## config.mk

```make
export PLATFORM = sky130hd
export DESIGN_NAME = ram_bist_ctrl
export DESIGN_NICKNAME = d
export VERILOG_FILES = /design/src/rtl/ram_bist_pkg.sv /design/src/rtl/ram_bist_cmp.sv /design/src/rtl/ram_bist_ctrl.sv
export SDC_FILE = /design/constraint.sdc
export NUM_CORES = 1
export LEC_CHECK = 0
export CAP_MARGIN = 20
export CORE_MARGIN = 2
export CORE_UTILIZATION = 56
export DETAILED_ROUTE_END_ITERATION = 12
export MAX_ROUTING_LAYER = met4
export PLACE_DENSITY = 0.84
export SLEW_MARGIN = 20
export SYNTH_ARGS = -nofsm -noshare
export SYNTH_HDL_FRONTEND = slang
export SYNTH_SLANG_ARGS = --single-unit
```

## constraint.sdc

```tcl
create_clock -name clk -period 3.8 [get_ports clk]
set_input_delay 0.76 -clock clk [delete_from_list [all_inputs] [get_ports clk]]
set_output_delay 0.76 -clock clk [all_outputs]
set_load 0.02 [all_outputs]
```

## src/rtl/ram_bist_pkg.sv

```systemverilog
// ---------------------------------------------------------------------------
// ram_bist_pkg
// Shared definitions for the RAM march-test BIST controller:
//   - default geometry / read-latency constants
//   - controller FSM state encoding
// ---------------------------------------------------------------------------
package ram_bist_pkg;

  localparam int ADDR_W_DEF = 15;
  localparam int DATA_W_DEF = 4;
  localparam int RD_LAT_DEF = 1;

  typedef enum logic [2:0] {
    ST_IDLE  = 3'd0,
    ST_WR0   = 3'd1,
    ST_RD0   = 3'd2,
    ST_WR1   = 3'd3,
    ST_RD1   = 3'd4,
    ST_DRAIN = 3'd5,
    ST_DONE  = 3'd6
  } bist_state_e;

endpackage

```

## src/rtl/ram_bist_cmp.sv

```systemverilog
// ---------------------------------------------------------------------------
// ram_bist_cmp
// Carries the expected read data and its address alongside the RAM read
// latency, then compares against the returned RAM data. The compare result
// is registered, so a mismatch pulse appears one edge after the data it
// judged.
//
// Ports:
//   clk, rst_n      clock / async active-low reset (valids and result flag)
//   i_flush         drop everything in flight (new test or abort)
//   i_vld           a read address is being issued this cycle
//   i_addr, i_exp   address and expected data of that read
//   i_rdata         RAM read data (valid RD_LAT cycles after the address)
//   o_mis           registered mismatch pulse
//   o_mis_addr      address of the mismatching read
//   o_mis_data      data actually returned by the RAM
// ---------------------------------------------------------------------------
module ram_bist_cmp
  import ram_bist_pkg::*;
#(
  parameter int ADDR_W = ADDR_W_DEF,
  parameter int DATA_W = DATA_W_DEF,
  parameter int RD_LAT = RD_LAT_DEF
) (
  input  logic              clk,
  input  logic              rst_n,
  input  logic              i_flush,
  input  logic              i_vld,
  input  logic [ADDR_W-1:0] i_addr,
  input  logic [DATA_W-1:0] i_exp,
  input  logic [DATA_W-1:0] i_rdata,
  output logic              o_mis,
  output logic [ADDR_W-1:0] o_mis_addr,
  output logic [DATA_W-1:0] o_mis_data
);

  logic [RD_LAT-1:0] r_vld_p;
  logic [DATA_W-1:0] r_exp_p  [RD_LAT];
  logic [ADDR_W-1:0] r_addr_p [RD_LAT];
  logic              r_mis;
  logic [ADDR_W-1:0] r_mis_addr;
  logic [DATA_W-1:0] r_mis_data;
  logic              w_neq;

  assign w_neq = r_vld_p[RD_LAT-1] && (i_rdata != r_exp_p[RD_LAT-1]);

  // Delay line control: valids and the registered mismatch flag
  always_ff @(posedge clk or negedge rst_n) begin
    if (!rst_n) begin
      r_vld_p <= '0;
      r_mis   <= 1'b0;
    end else if (i_flush) begin
      r_vld_p <= '0;
      r_mis   <= 1'b0;
    end else begin
      r_vld_p[0] <= i_vld;
      for (int i = 1; i < RD_LAT; i++) begin
        r_vld_p[i] <= r_vld_p[i-1];
      end
      r_mis <= w_neq;
    end
  end

  // Delay line data: qualified by the valids, so no reset needed
  always_ff @(posedge clk) begin
    r_exp_p[0]  <= i_exp;
    r_addr_p[0] <= i_addr;
    for (int i = 1; i < RD_LAT; i++) begin
      r_exp_p[i]  <= r_exp_p[i-1];
      r_addr_p[i] <= r_addr_p[i-1];
    end
    r_mis_addr <= r_addr_p[RD_LAT-1];
    r_mis_data <= i_rdata;
  end

  assign o_mis      = r_mis;
  assign o_mis_addr = r_mis_addr;
  assign o_mis_data = r_mis_data;

endmodule

```

## src/rtl/ram_bist_ctrl.sv

```systemverilog
// ---------------------------------------------------------------------------
// ram_bist_ctrl
// Four-phase march BIST for a synchronous RAM: write P0 = addr, read/check
// P0, write P1 = ~addr, read/check P1, drain the read pipeline, report.
//
// Ports:
//   clk, rst_n      clock / async active-low reset
//   start           launch a test (accepted only in IDLE or DONE)
//   ram_data_in     write data to RAM
//   ram_rw          1 = write, 0 = read
//   ram_address     RAM address
//   ram_data_out    RAM read data, RD_LAT cycles after the address
//   busy            test running
//   done            test finished, held until the next start
//   pass            result, valid while done = 1
//   fail_addr       address of the first mismatch
//   fail_data       data read at the first mismatch
//   err_cnt         (BIST_ERR_COUNT_EN only) saturating mismatch count
//
// Build option BIST_ERR_COUNT_EN:
//   undefined - the test aborts to DONE on the first mismatch
//   defined   - the test always runs to completion and counts mismatches
// ---------------------------------------------------------------------------
module ram_bist_ctrl
  import ram_bist_pkg::*;
#(
  parameter int ADDR_W = ADDR_W_DEF,
  parameter int DATA_W = DATA_W_DEF,
  parameter int RD_LAT = RD_LAT_DEF
) (
  input  logic              clk,
  input  logic              rst_n,
  input  logic              start,
  output logic [DATA_W-1:0] ram_data_in,
  output logic              ram_rw,
  output logic [ADDR_W-1:0] ram_address,
  input  logic [DATA_W-1:0] ram_data_out,
  output logic              busy,
  output logic              done,
  output logic              pass,
  output logic [ADDR_W-1:0] fail_addr,
  output logic [DATA_W-1:0] fail_data
`ifdef BIST_ERR_COUNT_EN
  ,
  output logic [15:0]       err_cnt
`endif
);

  localparam int CNT_W = $clog2(RD_LAT + 1) + 1;

  bist_state_e       r_state;
  bist_state_e       w_state_nxt;
  logic [ADDR_W-1:0] r_addr;
  logic [CNT_W-1:0]  r_drain_cnt;
  logic              r_pass;
  logic [ADDR_W-1:0] r_fail_addr;
  logic [DATA_W-1:0] r_fail_data;

  logic              w_start;
  logic              w_last;
  logic              w_sweep;
  logic              w_active;
  logic              w_take;
  logic              w_abort;
  logic              w_flush;
  logic              w_rd_vld;
  logic [DATA_W-1:0] w_rd_exp;
  logic              w_mis;
  logic [ADDR_W-1:0] w_mis_addr;
  logic [DATA_W-1:0] w_mis_data;

  assign w_start  = start && (r_state == ST_IDLE || r_state == ST_DONE);
  assign w_last   = &r_addr;
  assign w_sweep  = r_state inside {ST_WR0, ST_RD0, ST_WR1, ST_RD1};
  assign w_active = w_sweep || (r_state == ST_DRAIN);
  assign w_take   = w_mis && w_active;

`ifdef BIST_ERR_COUNT_EN
  logic [15:0] r_err_cnt;

  function automatic logic [15:0] sat_inc16(input logic [15:0] v);
    return (&v) ? v : v + 16'd1;
  endfunction

  assign w_abort = 1'b0;
  assign err_cnt = r_err_cnt;
`else
  assign w_abort = w_take;
`endif

  // A fresh test and an abort both discard compares still in flight
  assign w_flush  = w_start || w_abort;
  assign w_rd_vld = (r_state == ST_RD0 || r_state == ST_RD1) && !w_abort;
  assign w_rd_exp = (r_state == ST_RD0) ? r_addr[DATA_W-1:0] : ~r_addr[DATA_W-1:0];

  ram_bist_cmp #(
    .ADDR_W (ADDR_W),
    .DATA_W (DATA_W),
    .RD_LAT (RD_LAT)
  ) u_cmp (
    .clk        (clk),
    .rst_n      (rst_n),
    .i_flush    (w_flush),
    .i_vld      (w_rd_vld),
    .i_addr     (r_addr),
    .i_exp      (w_rd_exp),
    .i_rdata    (ram_data_out),
    .o_mis      (w_mis),
    .o_mis_addr (w_mis_addr),
    .o_mis_data (w_mis_data)
  );

  // FSM state register
  always_ff @(posedge clk or negedge rst_n) begin
    if (!rst_n) r_state <= ST_IDLE;
    else        r_state <= w_state_nxt;
  end

  // FSM next state
  always_comb begin
    w_state_nxt = r_state;
    case (r_state)
      ST_IDLE, ST_DONE: if (w_start) w_state_nxt = ST_WR0;
      ST_WR0:           if (w_last)  w_state_nxt = ST_RD0;
      ST_RD0:           if (w_last)  w_state_nxt = ST_WR1;
      ST_WR1:           if (w_last)  w_state_nxt = ST_RD1;
      ST_RD1:           if (w_last)  w_state_nxt = ST_DRAIN;
      // Wait out the read latency plus the registered compare so the
      // final result is already in pass/fail when done rises.
      ST_DRAIN:         if (r_drain_cnt == CNT_W'(RD_LAT)) w_state_nxt = ST_DONE;
      default:          w_state_nxt = ST_IDLE;
    endcase
    if (w_abort) w_state_nxt = ST_DONE;
  end

  // FSM outputs
  always_comb begin
    ram_rw      = 1'b0;
    ram_data_in = '0;
    ram_address = r_addr;
    busy        = w_active;
    done        = (r_state == ST_DONE);
    case (r_state)
      ST_WR0: begin
        ram_rw      = !w_abort;
        ram_data_in = r_addr[DATA_W-1:0];
      end
      ST_WR1: begin
        ram_rw      = !w_abort;
        ram_data_in = ~r_addr[DATA_W-1:0];
      end
      default: ;
    endcase
  end

  // Address sweep and drain counters; the address wraps into the next phase
  always_ff @(posedge clk or negedge rst_n) begin
    if (!rst_n) begin
      r_addr      <= '0;
      r_drain_cnt <= '0;
    end else begin
      if (w_flush || !w_sweep) r_addr <= '0;
      else                     r_addr <= r_addr + 1'b1;
      if (r_state == ST_DRAIN) r_drain_cnt <= r_drain_cnt + 1'b1;
      else                     r_drain_cnt <= '0;
    end
  end

  // Result registers: only the first mismatch of a run is captured
  always_ff @(posedge clk or negedge rst_n) begin
    if (!rst_n) begin
      r_pass      <= 1'b0;
      r_fail_addr <= '0;
      r_fail_data <= '0;
`ifdef BIST_ERR_COUNT_EN
      r_err_cnt   <= '0;
`endif
    end else if (w_start) begin
      r_pass      <= 1'b1;
      r_fail_addr <= '0;
      r_fail_data <= '0;
`ifdef BIST_ERR_COUNT_EN
      r_err_cnt   <= '0;
`endif
    end else if (w_take) begin
      if (r_pass) begin
        r_pass      <= 1'b0;
        r_fail_addr <= w_mis_addr;
        r_fail_data <= w_mis_data;
      end
`ifdef BIST_ERR_COUNT_EN
      r_err_cnt <= sat_inc16(r_err_cnt);
`endif
    end
  end

  assign pass      = r_pass;
  assign fail_addr = r_fail_addr;
  assign fail_data = r_fail_data;

endmodule

```

### Word-level counts from Yosys, hierarchy flattened

Memory sizes are Yosys's and may differ from the RTL's. A register that Yosys moved wholly into a read port is not among the register bits.
Index checks and enable logic that the tools add are counted.

* add/sub/neg operators: 2
* eq/ne operators: 14
* reductions and logical operators: 20
* mux-type cells: 23
* bitwise logic cells: 1

Operator list (count)
* two-way mux 15 bit: 4
* two-way mux 3 bit: 7
* one-hot mux 3 bit (6 select lines): 1
* two-way mux 4 bit: 4
* adder 15 x 1 -> 15 bit, second input constant: 1
* inequality test 3 bit, second input constant: 5
* AND reduction 15 bit: 1
* equality test 3 bit, second input constant: 3
* one-hot mux 4 bit (2 select lines): 1
* equality test 3 x 2 -> 1 bit, second input constant: 2
* AND reduction 6 bit: 1
* logical OR 1 bit: 5
* two-way mux 1 bit: 5
* logical AND 1 bit: 4
* inequality test 4 bit: 1
* inverter 4 bit: 1
* nonzero test 2 bit: 2
* nonzero test 4 bit: 1
* OR reduction 2 bit: 2
* equality test 3 x 1 -> 1 bit, second input constant: 1
* logical NOT 3 bit: 1
* inequality test 3 x 2 -> 1 bit, second input constant: 1
* adder 2 x 1 -> 2 bit, second input constant: 1
* equality test 2 x 1 -> 1 bit, second input constant: 1
* other kinds (3): 4

* memories kept: 2
* bits of input ports: 7
* RAM bits: 19
* flip-flop bits (word level): 46

Memories
* u_cmp.r_addr_p: depth 1, width 15, read ports 1, clocked after memory_dff 1, wr ports 1, line ram_bist_cmp.sv:39 `logic [ADDR_W-1:0] r_addr_p [RD_LAT];`
* u_cmp.r_exp_p: depth 1, width 4, read ports 1, clocked after memory_dff 0, wr ports 1, line ram_bist_cmp.sv:38 `logic [DATA_W-1:0] r_exp_p [RD_LAT];`

### Longest topological paths before layout

Gate-level depths: netlist (run 1).

* depth in word-level cells: 7
* gate-level depth with buffers: 7
* depth with buffers taken out: 6

### Hierarchy

A second synthesis (run 1) with hierarchy kept.

* cells, all modules: 250
* area, all modules: 2972.9 µm²

By module, submodules not included
* ram_bist_ctrl: cells an instance 203, area each 2105.8 µm², times used 1
* ram_bist_cmp: cells an instance 47, area each 867.1 µm², times used 1

### Worst setup path after synthesis (run 1)

OpenSTA, ideal clock, no wires.

* kind: flip-flop to output port
* start: register r_state[1]
* end: output ram_data_in[0]
* stages on the path, launching flop included: 5
* path slack: 1.838 ns
* data required time: 3.040 ns
* data arrival time: 1.202 ns
* path through: dfrtp_1 > buf_6 > clkbuf_1 > xnor2_1 > nor2_1

* word-level cells in the longest chain between the ends: 2
* elaborated cells on any way between the ends: 3
* those cells by class: 2 x eq/ne; 1 x mux

RTL lines
* start: declaration: line ram_bist_ctrl.sv:51 `bist_state_e r_state;`
* start signal: assignment: line ram_bist_ctrl.sv:116 `else r_state <= w_state_nxt;`
* equality test 3 x 2 -> 1 bit or equality test 3 x 1 -> 1 bit (tied branches): line ram_bist_ctrl.sv:143 `case (r_state)`
* one-hot mux 4 bit (2 select lines) *: line ram_bist_ctrl.sv:143
* end: declaration: line ram_bist_ctrl.sv:34 `output logic [DATA_W-1:0] ram_data_in,`

Every way passes the cells marked *; elsewhere a longest branch is shown, timed or not.

### Final worst setup path (run 1)

* start: register r_state[1]
* end: output busy

* word-level cells in the longest chain between the ends: 3
* elaborated cells on any way between the ends: 7
* those cells by class: 5 x eq/ne; 2 x reduce/logical

RTL lines
* equality test 3 x 1 -> 1 bit (tied with other cells): line ram_bist_ctrl.sv:74 `assign w_sweep = r_state inside {ST_WR0, ST_RD0, ST_WR1, ST_RD1};`
* nonzero test 4 bit: line ram_bist_ctrl.sv:74
* logical OR 1 bit *: line ram_bist_ctrl.sv:75 `assign w_active = w_sweep || (r_state == ST_DRAIN);`
* end: declaration: line ram_bist_ctrl.sv:38 `output logic busy,`

Marks and branches as above.

==> results of run 1 <==
stage by stage:
stage | utilization | total power [mW]
finish | 0.732 | 2.61
CTS | 0.732 | 2.63
detailed placement | 0.688 | 1.96
floorplan | - | 1.74
global route | 0.732 | 2.76
global placement | 0.688 | 1.93
power by group through the flow:
stage          clock network, mW  registers (mW)  logic (mW)
2_1_floorplan                  0            1.11       0.624
3_3_place_gp                   0            1.15       0.779
4_1_cts                    0.666            1.14       0.815
3_5_place_dp                   0            1.16       0.801
6_report                   0.656            1.15       0.805
5_1_grt                    0.701            1.17       0.884
cells by family after synthesis:
| group | after synthesis | share of synthesized area |
|---|---|---|
| compound gates | 46 | 0.117 |
| flops | 80 | 0.634 |
| xor+xnor | 22 | 0.0675 |
| simple gates | 67 | 0.131 |
| buf+inv | 19 | 0.0407 |
| fa+ha+maj | 2 | 0.00876 |
worst register-to-register path: cells and delay by family (launching register included):
kind	cells	cell delay (ns)
flops	1	0.77
compound gates	1	0.22
simple gates	4	0.91
how the worst min path moves through the flow:
stage,start,end,slack (ns),cells after the start
floorplan,u_cmp.r_addr_p[0][0]$_DFF_P_,u_cmp.o_mis_addr[0]$_DFF_P_,0.31,0
global placement,u_cmp.r_addr_p[0][4]$_DFF_P_,u_cmp.o_mis_addr[4]$_DFF_P_,0.31,0
detailed placement,u_cmp.r_addr_p[0][7]$_DFF_P_,u_cmp.o_mis_addr[7]$_DFF_P_,0.31,0
CTS,u_cmp.r_addr_p[0][11]$_DFF_P_,u_cmp.o_mis_addr[11]$_DFF_P_,0.33,0
global route,u_cmp.r_addr_p[0][5]$_DFF_P_,u_cmp.o_mis_addr[5]$_DFF_P_,0.34,0
finish,u_cmp.r_addr_p[0][0]$_DFF_P_,u_cmp.o_mis_addr[0]$_DFF_P_,0.33,0
synth_stat cells (all sizes together) (2+ instances only):
cell type	number	area share
o21a	2	0.0053
a22o	19	0.058
nand2b	3	0.0066
or3	4	0.0088
nand2	4	0.0053
clkbuf	5	0.0066
and3	3	0.0083
xnor2	11	0.034
nand3	8	0.014
buf	10	0.029
o21ai	11	0.019
and4	2	0.0061
xor2	11	0.034
a21oi	6	0.011
and2	2	0.0053
dfxtp	38	0.27
nor3	2	0.0053
nand4	4	0.011
inv	4	0.0053
o211ai	2	0.0053
nor4	2	0.0044
dfrtp	42	0.37
ha	2	0.0088
nand3b	2	0.0053
nor2	29	0.045
cells in the final DEF, fill, tap and decap left out, drive strengths merged, types with 3 or more instances in the layout:
cell type / instances
clkbuf: 11
xnor2: 11
dfxtp: 38
nand3: 8
o21ai: 11
a21oi: 6
clkdlybuf4s50: 47
xor2: 11
a22o: 19
nand4: 4
nand2b: 3
nor2: 29
nand2: 4
inv: 4
and3: 3
dfrtp: 42
or3: 4
registers in the layout, summed over array words and instances (netlist names), 3 cells and up:
signal,flops
fail_addr,15
ram_address,15
u_cmp.o_mis_addr,15
u_cmp.r_addr_p,15
fail_data,4
u_cmp.o_mis_data,4
u_cmp.r_exp_p,4
r_state,3
final cells by class:
class                      count  area, um^2
fill                         354        1290
inverter                       4        15.0
clock buffer                  11         131
multi-input combinational    137         928
clock inverter                 5        81.3
timing repair buffer          48         475
sequential                    80        1810
tap                           67        83.8
metal layers:
layer,share of wire,vias up,wire (um),track usage
met4,0.013,0,70,0.0858
met2,0.48,51,2570,0.329
li1,-,899,-,-
met5,0,-,0,-
met1,0.46,932,2470,0.278
met3,0.047,10,250,0.0569
==> Flow_metrics.wiki, run 1 <==
{| class="wikitable"
! Metric !! Value
|-
| Worst R2R End || fail_addr[12]$_DFFE_PN0P_
|-
| Maximum Capacitance Violations || 0
|-
| Average via count per standard cell || 5.38
|-
| Worst Slack Setup Final || 0.932 ns
|-
| Result of the run || complete, no violations
|-
| Number of antenna violations at the first check in global routing || 0
|-
| Most frequently used flop master after synthesis || sky130_fd_sc_hd__dfrtp_1
|-
| Arrival @ worst endpoint || 2.11 ns
|-
| Remaining design rule violation count || 0
|-
| Final non-filler cell total || 352
|-
| Final Setup Violations || 0
|-
| Actual slew at the worst max-slew pin || 0.920 ns
|-
| Static Leakage || 1.47 nW
|-
| Accumulated negative setup slack || 0 ns
|-
| Count of antenna-violating nets left after detailed routing || 0
|-
| NumNets Final || 289
|-
| Combinational fraction of design power || 0.309
|-
| Flop-to-flop setup slack || 1.79 ns
|-
| Tcrit/Tclk final || 0.755
|-
| Cell internal pwr || 1.70 mW
|-
| All-layer global routing usage || 0.216
|-
| Crit end category || primary output
|-
| Total inserted antenna cells || 0
|-
| Cells after Synth || 236
|-
| CP required || 3.04 ns
|-
| Clock slew seen by the registers of the worst setup and hold paths || 0.08 ns
|-
| Worst hold margin || 0.328 ns
|-
| Routed vias || 1892
|-
| Average detailed-routed wire length per instance || 15.3 um
|-
| Avg Synthesized Cell Area || 12.1 um^2
|-
| Maximum number of buffers from clock root to sink || 2
|-
| Worst slack at placement || 1.32 ns
|-
| Clock latency reported for the late side of the worst-skew pair || 0.34 ns
|-
| Worst Setup Start Kind || flip-flop
|-
| Initial Util || 0.593
|-
| Post-cts gate resize count || 0
|-
| Boundary pin count || 49
|-
| Vias in the first global route || 1794
|-
| Maximum number of pins on one net before global-route repair || 43
|-
| H-Tree Depth || 3
|-
| Worst-case clock skew || 0.00708 ns
|-
| Series of cell instances along the critical path || nor3_2 -> nor2_2 -> clkdlybuf4s50_1
|-
| Power per Cell Area || 739 nW/um^2
|-
| Total number of placement rows || 25
|-
| Max-Slew Margin vs Limit || 0.387
|-
| Share of post-route cells with drive strength above 1 || 0.0772
|-
| Largest fanout of any net on the critical path || 20
|-
| Post-CTS Hold Fix Bufs || 0
|-
| Placer's final routability congestion estimate || 0.860
|-
| FMAX || 349 MHz
|-
| Global-route wire length before repair || 8650 um
|-
| Height of the die || 75.4 um
|-
| Synthesized net count || 245
|-
| Total non-filler cell area in the finished layout || 3530 um^2
|-
| Sequential cell area fraction in the yosys report || 0.634
|-
| Number of enable flip-flop cells after synthesis || 0
|-
| Detailed placement HPWL || 3360 um
|-
| Crit Reg-Reg Startpoint || r_state[1]$_DFFE_PN0P_
|-
| RSZ-0062 raised after global routing || no
|-
| Class of the worst hold path || flip-flop to flip-flop
|-
| Cell variety after synth || 44
|-
| Maximum cell stage delay along the critical path || 0.77 ns
|-
| Final WL || 5370 um
|-
| Area of the die || 5690 um^2
|-
| FF-to-FF path depth || 5
|-
| Sinks on Clock Net || 80
|-
| Area growth syn-to-layout || 23.5%
|-
| Launch point of the worst path || r_state[1]$_DFFE_PN0P_
|-
| Overall die width || 75.4 um
|-
| Count of pins over their slew limit || 0
|-
| Overflow after GRT || 0
|-
| Switching power share of the total || 0.346
|-
| Part of the total power dissipated in sequential elements || 0.440
|-
| Clock power share || 0.252
|-
| Dominant delay contributor by cell family on the critical path || flip-flops
|-
| Final min period || 2.87 ns
|-
| Number of warnings issued by yosys || 0
|-
| Post-CTS setup buffers || 0
|-
| Post-Place Cell Area || 3310 um^2
|-
| Floorplan core area || 4820 um^2
|-
| Number of input and output port buffers inserted || 48
|-
| Maximum ir drop on the vdd rail || 0.682 mV
|-
| Post-synthesis instance area || 2860 um^2
|-
| Master cell of the clock root buffer || sky130_fd_sc_hd__clkbuf_8
|-
| DR pass1 iterations || 4
|-
| CTS tree || yes
|-
| Starting DRT DRC Count || 95
|-
| Inserted Clock Buffers || 9
|-
| Placed cell count || 336
|-
| Share of synthesized registers carrying an async set or reset || 0.525
|-
| Stages on the worst setup path || 3
|-
| Count of state elements after synthesis || 80
|-
| Destination of the critical timing path || busy
|-
| Switching power || 0.903 mW
|-
| Slowest stage cell on the critical path || sky130_fd_sc_hd__dfrtp_1
|-
| Buffers & Inverters on Critical Path || 1
|-
| Worst setup path category || flip-flop to primary output
|-
| Fin. Hold Viols || 0
|}
(Power assumes the default switching activity.)
==> run 2, diff against run 1 <==
Settings changed: CORE_UTILIZATION 56 to 47, PLACE_DENSITY 0.84 to 0.75.
Clock period 3.8 ns to 2.35 ns, I/O delays scaled along.
==> Flow_metrics.wiki, run 2 (synthesis results as in run 1) <==
{| class="wikitable"
! Metric !! Value
|-
| Result of the run || complete, no violations
|-
| Flop-to-flop setup slack || 0.57 ns (-1.22 ns)
|-
| Average detailed-routed wire length per instance || 15.2 um (-0.34%)
|-
| Worst R2R End || r_state[0]$_DFFE_PN0P_
|-
| Series of cell instances along the critical path || nand2b_1 -> nor2_1 -> clkdlybuf4s50_1
|-
| Total non-filler cell area in the finished layout || 3610 um^2 (+2.3%)
|-
| Buffers & Inverters on Critical Path || 1 (unchanged)
|-
| CTS tree || yes
|-
| FF-to-FF path depth || 5 (unchanged)
|-
| Total inserted antenna cells || 0 (unchanged)
|-
| HP Start || u_cmp.r_addr_p[0][8]$_DFF_P_
|-
| Final non-filler cell total || 367 (+4.3%)
|-
| Crit Reg-Reg Startpoint || ram_address[2]$_DFF_PN0_
|-
| Area growth syn-to-layout || 26.4%
|-
| Maximum ir drop on the vdd rail || 0.661 mV (-3.1%)
|-
| Fin. Hold Viols || 0 (unchanged)
|-
| Vias in the first global route || 1828 (+1.9%)
|-
| Share of post-route cells with drive strength above 1 || 0.110 (+0.0324)
|-
| Worst-case clock skew || 0.0110 ns (+0.00393 ns)
|-
| Number of antenna violations at the first check in global routing || 0 (unchanged)
|-
| Total number of placement rows || 28 (+12%)
|-
| Static Leakage || 1.54 nW (+5.1%)
|-
| Average via count per standard cell || 5.25 (-2.3%)
|-
| Overall die width || 82.0 um (+8.7%)
|-
| Worst Setup Start Kind || flip-flop
|-
| Final WL || 5580 um (+3.9%)
|-
| Worst slack at placement || 0.304 ns (-1.02 ns)
|-
| Global-route wire length before repair || 8670 um (+0.16%)
|-
| Final min period || 2.26 ns
|-
| Count of antenna-violating nets left after detailed routing || 0 (unchanged)
|-
| Largest fanout of any net on the critical path || 8 (-60%)
|-
| Hold path cells || 0 (unchanged)
|-
| Crit end category || primary output
|-
| Clock latency reported for the late side of the worst-skew pair || 0.34 ns (about the same)
|-
| FMAX || 443 MHz
|-
| Tcrit/Tclk final || 0.961
|-
| Met2 GRT Util || 0.289 (-0.0409)
|-
| Area of the die || 6720 um^2 (+18%)
|-
| Overflow after GRT || 0 (unchanged)
|-
| Maximum number of buffers from clock root to sink || 2 (unchanged)
|-
| Slowest stage cell on the critical path || sky130_fd_sc_hd__clkdlybuf4s50_1
|-
| Maximum cell stage delay along the critical path || 0.61 ns (-0.16 ns)
|-
| Inserted Clock Buffers || 9 (unchanged)
|-
| Dominant delay contributor by cell family on the critical path || buffers and inverters
|-
| Count of pins over their slew limit || 0 (unchanged)
|-
| Class of the worst hold path || flip-flop to flip-flop
|-
| Placer's final routability congestion estimate || 0.788 (-8.5%)
|-
| Arrival @ worst endpoint || 1.79 ns (-0.32 ns)
|-
| Placed cell count || 350 (+4.2%)
|-
| Actual slew at the worst max-slew pin || 0.511 ns (-0.409 ns)
|-
| Sinks on Clock Net || 80 (unchanged)
|-
| Power per Cell Area || 1180 nW/um^2 (+59%)
|-
| Global routing usage on met1 || 0.214 (-0.0643)
|-
| RSZ-0062 raised after global routing || no
|-
| Accumulated negative setup slack || 0 ns (unchanged)
|-
| # fillers || 474 (+34%)
|-
| Boundary pin count || 49 (unchanged)
|-
| GRT busiest layer || met2
|-
| Remaining design rule violation count || 0 (unchanged)
|-
| DR pass1 iterations || 4 (unchanged)
|-
| NumNets Final || 296 (+2.4%)
|-
| Maximum number of pins on one net before global-route repair || 42 (-2.3%)
|-
| All-layer global routing usage || 0.182 (-0.0342)
|-
| Final core occ || 0.613 (-0.119)
|-
| Worst hold margin || 0.330 ns (+0.00216 ns)
|-
| Leading cell types in the layout, fill and taps excluded || 44 x sky130_fd_sc_hd__clkdlybuf4s50_1, 40 x sky130_fd_sc_hd__dfrtp_1, 38 x sky130_fd_sc_hd__dfxtp_1
|-
| Worst setup path category || flip-flop to primary output
|-
| Height of the die || 82.0 um (+8.7%)
|-
| CP required || 1.88 ns (-1.16 ns)
|-
| Post-Place Cell Area || 3380 um^2 (+2.0%)
|-
| Met3 GRT Util || 0.0418 (-0.0151)
|-
| Floorplan core area || 5890 um^2 (+22%)
|-
| Most common cell after layout, fill and taps aside || sky130_fd_sc_hd__clkdlybuf4s50_1
|-
| Master cell of the clock root buffer || sky130_fd_sc_hd__clkbuf_8
|-
| Maximum Capacitance Violations || 0 (unchanged)
|-
| WHS Endpoint || u_cmp.o_mis_addr[8]$_DFF_P_
|-
| Post-CTS setup buffers || 0 (unchanged)
|-
| Final total power || 4.24 mW (+63%)
|-
| Detailed placement HPWL || 3600 um (+7.1%)
|-
| Worst Slack Setup Final || 0.0914 ns (-0.841 ns)
|-
| H-Tree Depth || 3 (unchanged)
|-
| Max-Slew Margin vs Limit || 0.659 (+0.273)
|-
| Number of input and output port buffers inserted || 48 (unchanged)
|-
| Clock slew seen by the registers of the worst setup and hold paths || 0.09 ns (about the same)
|-
| Initial Util || 0.485 (-0.108)
|-
| Starting DRT DRC Count || 104 (+9.5%)
|-
| Final Setup Violations || 0 (unchanged)
|-
| Routed vias || 1928 (+1.9%)
|}
run 2: per-layer routing:
layer	part of all wire	wire length (um)	vias to the layer above
met5	0	0	-
met4	0.020	111	0
met3	0.050	278	12
met2	0.49	2740	48
met1	0.44	2450	944
li1	-	-	924
run 2: repair_timing:
item / 4_1_cts / 5_1_grt
endpoints found under the setup margin: 1 / 4
hold endpoints to repair: 1 / 0
gates resized for setup: 1 / 5
hold buffers: 1 / 0
gates cloned: 0 / 0
run 2: power by group:
group | internal, mW | total (mW) | switching (mW)
clock network | 0.500 | 1.01 | 0.507
logic | 0.637 | 1.45 | 0.811
registers | 1.58 | 1.79 | 0.210
total | 2.71 | 4.24 | 1.53
run 2: worst max path at each step:
stage	from	end	slack [ns]	depth (start not counted)
after floorplan	r_state[1]$_DFFE_PN0P_	fail_addr[0]$_DFFE_PN0P_	0.66	7
after CTS	r_state[1]$_DFFE_PN0P_	busy	0.01	3
final	r_state[2]$_DFFE_PN0P_	ram_data_in[1]	0.09	3
after global routing	r_state[2]$_DFFE_PN0P_	ram_data_in[3]	0.02	3
after detailed placement	r_state[1]$_DFFE_PN0P_	busy	0.30	3
after global placement	r_state[1]$_DFFE_PN0P_	busy	0.35	3
run 2: final cells by class:
cell class / count / area [um^2] / share of cell area
Multi-Input combinational cell: 137 / 935 / 0.259
Sequential cell: 80 / 1810 / 0.503
Timing Repair Buffer: 55 / 551 / 0.153
Tap cell: 75 / 93.8 / 0.0260
Clock inverter: 7 / 77.6 / 0.0215
Clock buffer: 9 / 124 / 0.0343
Inverter: 4 / 15.0 / 0.00416
run 2: worst reg2reg max path, stage by stage, from the launching register on:
cell and delay [ns]:
sky130_fd_sc_hd__dfrtp_1 0.56, sky130_fd_sc_hd__and4_1 0.34, sky130_fd_sc_hd__nand4_1 0.18, sky130_fd_sc_hd__o21ai_1 0.27, sky130_fd_sc_hd__a221oi_1 0.11, sky130_fd_sc_hd__a31o_1 0.21
